<file path="src/rtl/btn_pkg.sv">
// Shared types and sizing helpers for the button event blocks.
//   btn_state_t   : FSM state encoding for button_events
//   cycles_per_ms : clock cycles in one millisecond for a clock of FREQ MHz
//   max_u         : larger of two unsigned values
//   cnt_width     : bits needed to hold 0..max_val (at least 1)
`timescale 1ns / 1ps
package btn_pkg;

  typedef enum logic [1:0] {
    IDLE    = 2'd0,
    PRESSED = 2'd1,
    LONG    = 2'd2
  } btn_state_t;

  localparam int unsigned MinCntWidth = 1;

  function automatic int unsigned cycles_per_ms(input int unsigned freq);
    return freq * 1000;
  endfunction

  function automatic int unsigned max_u(input int unsigned a, input int unsigned b);
    return (a > b) ? a : b;
  endfunction

  function automatic int unsigned cnt_width(input int unsigned max_val);
    return (max_val < 1) ? MinCntWidth : $clog2(max_val + 1);
  endfunction

endpackage

</file>
<file path="src/rtl/ms_tick_gen.sv">
// Millisecond tick generator.
// A prescaler counts 0..FREQ*1000-1 and o_tick is high for the one cycle the
// count sits at its terminal value. i_clr restarts the count from zero, so the
// first tick after a clear lands exactly FREQ*1000 cycles after the clear cycle.
// Ports:
//   clk    : system clock
//   rst_n  : asynchronous reset, active-low
//   i_clr  : synchronous restart of the prescaler
//   o_tick : one-cycle pulse once per millisecond
`timescale 1ns / 1ps
module ms_tick_gen
  import btn_pkg::*;
#(
  parameter int unsigned FREQ = 25
) (
  input  logic clk,
  input  logic rst_n,
  input  logic i_clr,
  output logic o_tick
);

  localparam int unsigned Cycles = cycles_per_ms(FREQ);
  localparam int unsigned Width  = (Cycles > 1) ? $clog2(Cycles) : 1;
  localparam logic [Width-1:0] LastCnt = Width'(Cycles - 1);

  logic [Width-1:0] cnt_q, cnt_d;
  logic             terminal;

  assign terminal = (cnt_q == LastCnt);

  always_comb begin
    cnt_d = cnt_q + 1'b1;
    if (i_clr || terminal) begin
      cnt_d = '0;
    end
  end

  // A clear in the terminal cycle swallows that tick so a restart never
  // produces an early pulse.
  assign o_tick = terminal & ~i_clr;

  always_ff @(posedge clk or negedge rst_n) begin
    if (!rst_n) begin
      cnt_q <= '0;
    end else begin
      cnt_q <= cnt_d;
    end
  end

endmodule

</file>
<file path="src/rtl/button_events.sv">
// Button event generator: turns a debounced level into one-cycle event pulses.
// Ports:
//   clk       : system clock
//   rst_n     : asynchronous reset, active-low
//   i_btn     : debounced button level, active-high, already synchronous to clk
//   i_en      : block enable; low forces IDLE and suppresses all events
//   o_press   : pulse one cycle after a press
//   o_release : pulse one cycle after a release (only from PRESSED or LONG)
//   o_long    : pulse when the hold reaches LONG_MS
//   o_repeat  : pulse every REPEAT_MS after o_long while still held (0 disables)
//   o_held    : high while the FSM is PRESSED or LONG
// All outputs are registered: an event detected in cycle N shows in cycle N+1.
`timescale 1ns / 1ps
module button_events
  import btn_pkg::*;
#(
  parameter int unsigned FREQ      = 25,
  parameter int unsigned LONG_MS   = 1000,
  parameter int unsigned REPEAT_MS = 200
) (
  input  logic clk,
  input  logic rst_n,
  input  logic i_btn,
  input  logic i_en,
  output logic o_press,
  output logic o_release,
  output logic o_long,
  output logic o_repeat,
  output logic o_held
);

  localparam int unsigned CntMax = max_u(LONG_MS, REPEAT_MS);
  localparam int unsigned CntW   = cnt_width(CntMax);

  localparam logic [CntW-1:0] LongLast = CntW'(LONG_MS - 1);
  localparam logic [CntW-1:0] RepLast  = CntW'((REPEAT_MS == 0) ? 32'd0 : REPEAT_MS - 1);
  localparam logic [CntW-1:0] CntSat   = '1;
  localparam logic            RepOn    = (REPEAT_MS != 0);

  btn_state_t      state_q, state_d;
  logic [CntW-1:0] ms_cnt_q, ms_cnt_d;
  logic            btn_q;
  logic            rise, fall;
  logic            ms_tick, tick_clr;
  logic            reload;
  logic            press_q, press_d;
  logic            release_q, release_d;
  logic            long_q, long_d;
  logic            repeat_q, repeat_d;
  logic            held_q, held_d;

  assign rise = i_btn & ~btn_q;
  assign fall = ~i_btn & btn_q;

  // Restarting the prescaler on rise aligns every ms boundary to the press.
  assign tick_clr = rise | ~i_en;

  ms_tick_gen #(
    .FREQ(FREQ)
  ) u_ms_tick (
    .clk   (clk),
    .rst_n (rst_n),
    .i_clr (tick_clr),
    .o_tick(ms_tick)
  );

  // Next-state and event decode. Fall is checked first so a release in the
  // same cycle as a long/repeat condition reports only the release.
  always_comb begin
    state_d   = state_q;
    press_d   = 1'b0;
    release_d = 1'b0;
    long_d    = 1'b0;
    repeat_d  = 1'b0;
    reload    = 1'b0;
    if (!i_en) begin
      state_d = IDLE;
    end else begin
      unique case (state_q)
        IDLE: begin
          if (rise) begin
            state_d = PRESSED;
            press_d = 1'b1;
          end
        end
        PRESSED: begin
          if (fall) begin
            state_d   = IDLE;
            release_d = 1'b1;
          end else if (ms_tick && (ms_cnt_q == LongLast)) begin
            state_d = LONG;
            long_d  = 1'b1;
            reload  = 1'b1;
          end
        end
        LONG: begin
          if (fall) begin
            state_d   = IDLE;
            release_d = 1'b1;
          end else if (RepOn && ms_tick && (ms_cnt_q == RepLast)) begin
            repeat_d = 1'b1;
            reload   = 1'b1;
          end
        end
        default: begin
          state_d = IDLE;
        end
      endcase
    end
  end

  // Millisecond counter: restarts on press, reload or disable; saturates.
  always_comb begin
    ms_cnt_d = ms_cnt_q;
    if (rise || !i_en || reload) begin
      ms_cnt_d = '0;
    end else if (ms_tick && (ms_cnt_q != CntSat)) begin
      ms_cnt_d = ms_cnt_q + 1'b1;
    end
  end

  assign held_d = (state_d != IDLE);

  // btn_q tracks the input even while disabled so re-enabling with the button
  // already down does not look like a fresh press.
  always_ff @(posedge clk or negedge rst_n) begin
    if (!rst_n) begin
      state_q   <= IDLE;
      btn_q     <= 1'b0;
      ms_cnt_q  <= '0;
      press_q   <= 1'b0;
      release_q <= 1'b0;
      long_q    <= 1'b0;
      repeat_q  <= 1'b0;
      held_q    <= 1'b0;
    end else begin
      state_q   <= state_d;
      btn_q     <= i_btn;
      ms_cnt_q  <= ms_cnt_d;
      press_q   <= press_d;
      release_q <= release_d;
      long_q    <= long_d;
      repeat_q  <= repeat_d;
      held_q    <= held_d;
    end
  end

  assign o_press   = press_q;
  assign o_release = release_q;
  assign o_long    = long_q;
  assign o_repeat  = repeat_q;
  assign o_held    = held_q;

endmodule

</file>
<file path="config.mk">
export PLATFORM = sky130hd
export DESIGN_NAME = button_events
export DESIGN_NICKNAME = d
export VERILOG_FILES = /design/src/rtl/btn_pkg.sv /design/src/rtl/ms_tick_gen.sv /design/src/rtl/button_events.sv
export SDC_FILE = /design/constraint.sdc
export NUM_CORES = 1
export LEC_CHECK = 0
export ABC_CLOCK_PERIOD_IN_PS = 2000
export BUFFER_PORTS_ARGS = -buffer_cell sky130_fd_sc_hd__buf_2
export CAP_MARGIN = 20
export CORE_UTILIZATION = 60
export CTS_BUF_LIST = sky130_fd_sc_hd__clkbuf_2 sky130_fd_sc_hd__clkbuf_4 sky130_fd_sc_hd__clkbuf_8
export DETAILED_ROUTE_END_ITERATION = 16
export MAX_ROUTING_LAYER = met4
export PLACE_DENSITY = 0.74
export SLEW_MARGIN = 20
export SYNTH_ARGS = -nofsm -noshare
export SYNTH_HDL_FRONTEND = slang
export SYNTH_SLANG_ARGS = --single-unit
</file>
<file path="constraint.sdc">
create_clock -name clk -period 2 [get_ports clk]
set_input_delay 0.1 -clock clk [delete_from_list [all_inputs] [get_ports clk]]
set_output_delay 0.1 -clock clk [all_outputs]
set_load 0.02 [all_outputs]
</file>
== Yosys cells after proc, flatten, opt, wreduce, memory -nomap -nowiden ==
Cells that the tools add are included.
Word-level totals
  flip-flop bits (word level): 33
  latch bits: 0
  memory bits (writable): 0
  ROM bits: 0
  bits of input ports: 4
  output and inout bits: 5
  word-level logic and storage cells: 61
  memories kept: 0
Operators by class
  $add $sub $neg: 2
  $mul: 0
  divide/modulo/power cells: 0
  magnitude comparators: 0
  eq/ne operators: 6
  shifts and indexed selects: 0
  muxes and demuxes: 25
  bitwise gates (word level): 8
  reduce and logical (&&, ||, !) cells: 11
Operators with widths (count)
  $mux W10: 2
  $add A15 B1 Y15 const B: 1
  $eq A15 B15 Y1 const B: 1
  $mux W1: 15
  $mux W15: 1
  $add A10 B1 Y10 const B: 1
  $eq A10 B10 Y1 const B: 1
  $eq A10 B8 Y1 const B: 1
  $mux W2: 5
  $ne A10 B10 Y1 const B: 1
  $pmux W2 S3: 1
  $not A1 Y1: 4
  $reduce_bool A2 Y1: 2
  $and A1 B1 Y1: 3
  $logic_and A1 B1 Y1: 3
  $logic_or A1 B1 Y1: 3
  $eq A2 B1 Y1 const B: 1
  $eq A2 B2 Y1 const B: 1
  $logic_not A2 Y1: 1
  $pmux W1 S2: 1
  $reduce_or A2 Y1: 1
  $logic_not A1 Y1: 1
  $or A1 B1 Y1: 1

== Longest topological paths before layout ==
  word-level depth: 12
  mapped depth: 7
  mapped depth without buffers: 6

== By module ==
From an unflattened synthesis, not the netlist that was laid out.
Second synthesis, totals
  cells, all modules: 176
  area, all modules: 1737.9 um^2
By module, submodules not included
  button_events: times used 1, cells each 101, area an instance 984.7 um^2, sequential area each 450.4 um^2
  ms_tick_gen: times used 1, cells each 75, area an instance 753.2 um^2, sequential area each 375.4 um^2

== Least setup slack after synthesis ==
No wires, ideal clock.
  path kind: register to register
  from: reg u_ms_tick.cnt_q[0]
  to: reg ms_cnt_q[8]
  library setup time: 0.123 ns
  data arrival time: 1.627 ns
  data required time: 1.877 ns
  slack: 0.251 ns
  stages on the path, launching flop included: 8
  buffers on the path: 1
  clock period less this slack: 1.749 ns
  cell sequence: dfrtp_1 ha_1 and4_1 nand4_2 buf_6 nor4_2 mux2i_1 nor2_1
Between the ends
  longest elaborated chain between the ends: 9
  elaborated cells on any way between the ends: 14
  classes of those cells: 1 x eq/ne; 7 x mux; 1 x bitwise; 5 x reduce/logical
RTL lines
  start: declaration: line ms_tick_gen.sv:26  | logic [Width-1:0] cnt_q, cnt_d;
  start signal: assignment: line ms_tick_gen.sv:46  | cnt_q <= cnt_d;
  $eq A15 B15 Y1 *: line ms_tick_gen.sv:29  | assign terminal = (cnt_q == LastCnt);
  $and A1 B1 Y1 *: line ms_tick_gen.sv:40  | assign o_tick = terminal & ~i_clr;
  $logic_and A1 B1 Y1 (on tied branches): line button_events.sv:100, button_events.sv:90
  $mux W1 (on tied branches): line button_events.sv:100, button_events.sv:90
  $mux W1 (on tied branches): line button_events.sv:97, button_events.sv:87
  $pmux W1 S2: line button_events.sv:79  | unique case (state_q)
  $mux W1: line button_events.sv:76  | if (!i_en) begin
  $logic_or A1 B1 Y1: line button_events.sv:115  | if (rise || !i_en || reload) begin
  $mux W10 / $reduce_bool A2 Y1 (equally long branches)
  end signal: assignment: line button_events.sv:139  | ms_cnt_q <= ms_cnt_d;
  end: declaration: line button_events.sv:41  | logic [CntW-1:0] ms_cnt_q, ms_cnt_d;
Mark *: on every way between the ends. The rest lies on a longest branch, timed or not.
A chain may end at the register's enable or synchronous reset.

== Final worst setup path ==
  from: reg u_ms_tick.cnt_q[1]
  to: reg ms_cnt_q[3]
The elaborated chain is that of the path after synthesis.

==> reports/results.tsv <==
stage	metric	value	unit
outcome	status	finished, final reports clean	
floorplanning	Chip Height	56.32	um
yosys	top cell type's share of synthesized area	46.64	%
yosys	Synth area leader	dfrtp_1	
floorplanning	die area	0.003172	sq mm
timing	fmax	0.5259	GHz
timing	Slew Limit Fails	0	
placed_design	pre-CTS worst setup slack	55.95	ps
global_route	initial antenna violation count	0	
setup_path	WS Path Type	register to register	
setup_path	Reg2Reg Capture Point	ms_cnt_q[3]$_DFFE_PN0P_	
yosys	syn_nets	190	
global_route	first-pass GRT wire length	5.782	mm
hold_path	Hold WC Path Type	primary input to register	
clock_network	root buf cell	clkbuf_4	
clock_network	Worst-path clk slew	100	ps
timing	Slew headroom	52.47	%
yosys	most common cell in the synthesized netlist	nor2_1	
yosys	ys flop type	dfrtp_1	
clock_network	H-tree Lvls	2	
routing	wl on met1	1.627	mm
setup_path	Crit. End Element	register	
pwr	Net Sw Frac	21.73	%
clock_network	clock sinks	33	
timing	Hold Fails Final Rpt	0	
hold_path	hold_sp	i_en	
layout	Ant. Diodes	0	
yosys	Seq/Total Area, Yosys	46.64	%
clock_network	CTS Buf Count	5	
setup_path	Arrival @ worst endpoint	2120	ps
hold_path	WHS Path Cells	3	
yosys	top post-synthesis cells by count	35 x nor2_1, 33 x dfrtp_1, 16 x nand3_1	
yosys	Synth Instances	180	
layout	synth-to-layout area growth	16.75	%
timing	Final min period	1902	ps
routing	Vias/cell	5.724	
global_route	all-layer global routing usage	24.57	%
routing	Routed WL per cell	14.09	um
timing	fin crit share	95.08	%
pwr	leakage	0.8679	nW
pwr	Reg power frac	52.4	%
routing	via count	1368	
hold_path	hold endpoint	o_release$_DFF_PN0_	
pwr	Internal	0.001017	W
yosys	Synth Register Bits	33	
setup_path	Crit Path Max Fanout	7	
setup_path	Worst R2R Path Depth	8	
floorplanning	core area	0.002781	sq mm
timing	worst slew pin tran	712.9	ps
routing	drt first pass iters	4	
routing	uppermost layer routed	met4	
pwr	IR drop worst, VDD	1.054	mV
yosys	mean post-synth cell area	9.836	sq um
layout	Final Non-Filler Cells	239	
pwr	clock power share	41.0	%
yosys	async set or reset register ratio after synthesis	100.0	%
routing	DR WL met3	114	um
placed_design	placed cells	228	
floorplanning	Initial Util	63.65	%
pwr	combinational share of power	6.6	%
setup_path	Critical Path RT	2220	ps
layout	# fillers	190	
layout	layout cells sized above 1	21.63	%
layout	fin nets	217	
yosys	Synth area leaders	dfrtp_1 47%, nor2_1 7.4%, xnor2_1 6.9%, nand3_1 4.5%, ha_1 4.2%	
yosys	Synth warnings	0	
clock_network	maximum clock insertion buffer count	2	
routing	# DRC	0	
routing	met2 WL post-DR	1.535	mm
floorplanning	io pins	9	
yosys	Syn Std Cell Area	0.001770	sq mm
placed_design	number of port buffers	8	
clock_network	CTS tree	built	
routing	drt initial violations	98	
global_route	vias in the first global route	1335	
job	max-cap viol count	0	
global_route	largest net degree at the start of global routing	34	
timing	Setup WS post-layout	98.47	ps
pwr	pwr/cell area	628.5	mW/mm^2
pwr	NetSw	0.0002824	W
timing	Fin Clk Skew	5.480	ps
floorplanning	site row count	19	
setup_path	CP Launch Type	register	
yosys	EDFF count, synth	0	
setup_path	RR Startpoint	u_ms_tick.cnt_q[1]$_DFF_PN0_	
routing	Post-Route WL	3.367	mm
placed_design	Post-DP HPWL	2.384	mm
floorplanning	Die Width	56.32	um
clock_network	Skew-Pair Late Insertion Delay	340	ps
routing	antenna violation net count after detailed routing	0	
yosys	synth unique cells	37	
global_route	total gr overflow	0	
timing	Hold WS	14.54	ps
setup_path	register-to-register setup slack	100	ps
timing	Setup Viol. Count Final	0	
placed_design	GPL Wtd Cong	0.9084	
==> kinds of logic (layout without fill, tap and decap cells) <==
group	Yosys count	in the layout	synth area share, %
and+or+nand+nor	100	100	31.59
DFF	33	33	46.64
xor gates and xnor gates	20	20	9.894
buffers and inverters	10	38	2.756
AOI/OAI and AO/OA	8	8	3.181
adders and majority gates	6	6	4.240
muxes	3	3	1.696
==> worst max-delay path, stage by stage, from the launching register on <==
cell and delay [ps]:
dfrtp_1 380, ha_1 170, and4_1 260, nand4_4 150
buf_6 180, buf_4 140, nor4_2 280, xnor2_1 160
nor2_1 50
==> metal layers <==
metal / track usage [%] / vias up
li1: - / 675
met1: 31.12 / 656
met2: 36.39 / 27
met3: 7.143 / 10
met4: 11.85 / 0
met5: - / -
==> sequential cells by signal, indices dropped and copies added, names as in the netlist <==
signal and cells:
ms_cnt_q 10, btn_q 1, o_long 1, state_q 2, o_held 1, o_release 1
u_ms_tick.cnt_q 15, o_repeat 1, o_press 1
==> power groups by stage <==
| stage | clock network (W) | registers, W | logic [W] |
|---|---|---|---|
| after global placement | 0 | 0.000694 | 0.0000786 |
| final | 0.000533 | 0.000681 | 0.0000857 |
| after CTS | 0.000546 | 0.000681 | 0.0000836 |
| after detailed placement | 0 | 0.000694 | 0.0000801 |
| after floorplan | 0 | 0.000698 | 0.0000412 |
| after global routing | 0.000570 | 0.000681 | 0.0000964 |
==> final cells by class <==
type                       instances  area [sq um]  area share, %
multi-input combinational        137         922.1          44.61
clock inverter                     1         30.03          1.453
sequential                        33         825.8          39.95
tap                               31         38.79          1.877
clock buffer                       7         58.81          2.845
timing repair buffer              24         168.9          8.172
inverter                           6         22.52          1.090
==> placed cells by master, fill, tap and decap left out, types with 2 or more instances in the layout <==
cell type,netlist,final
nor4_2,5,4
buf_4,0,13
xor2_1,6,6
clkbuf_4,0,6
dlygate4sd3_1,0,2
dfrtp_1,33,33
nor2_2,2,2
and3_1,2,2
nor4_1,2,2
nand2_1,11,11
ha_1,6,6
o21ai_0,2,2
nand3_1,16,16
and2_1,2,2
nand4_1,4,4
mux2i_1,3,3
nor2_1,35,35
nor3_1,6,6
nand2b_1,3,3
inv_1,6,6
buf_2,3,8
xnor2_1,14,14
==> worst max path at each step <==
stage / startpoint / to / slack (ps) / depth (start not counted)
floorplan: u_ms_tick.cnt_q[0]$_DFF_PN0_ / ms_cnt_q[8]$_DFFE_PN0P_ / 250 / 7
global placement: u_ms_tick.cnt_q[1]$_DFF_PN0_ / ms_cnt_q[3]$_DFFE_PN0P_ / 130 / 8
detailed placement: u_ms_tick.cnt_q[1]$_DFF_PN0_ / ms_cnt_q[3]$_DFFE_PN0P_ / 60 / 8
CTS: u_ms_tick.cnt_q[1]$_DFF_PN0_ / ms_cnt_q[3]$_DFFE_PN0P_ / 30 / 8
global route: u_ms_tick.cnt_q[1]$_DFF_PN0_ / ms_cnt_q[3]$_DFFE_PN0P_ / -5 / 8
finish: u_ms_tick.cnt_q[1]$_DFF_PN0_ / ms_cnt_q[3]$_DFFE_PN0P_ / 100 / 8
==> metrics by stage <==
| step | setup TNS [ps] | util, % | instance area [sq um] | total power, W |
|---|---|---|---|---|
| floorplan | 0 | - | 1770 | 0.0007392 |
| detailed placement | 0 | 69.05 | 1921 | 0.0007743 |
| CTS | 0 | 72.96 | 2029 | 0.001310 |
| global placement | 0 | 69.05 | 1921 | 0.0007722 |
| global route | -5.305 | 74.31 | 2067 | 0.001348 |
| finish | 0 | 74.31 | 2067 | 0.001299 |
==> what timing repair did <==
action,4_1_cts,5_1_grt
endpoints found under the setup margin,0,6
hold endpoints to repair,34,0
setup buffers,0,1
gates resized for setup,0,4
hold buffers,2,0
Note: power is estimated with default switching activity, not from simulation.
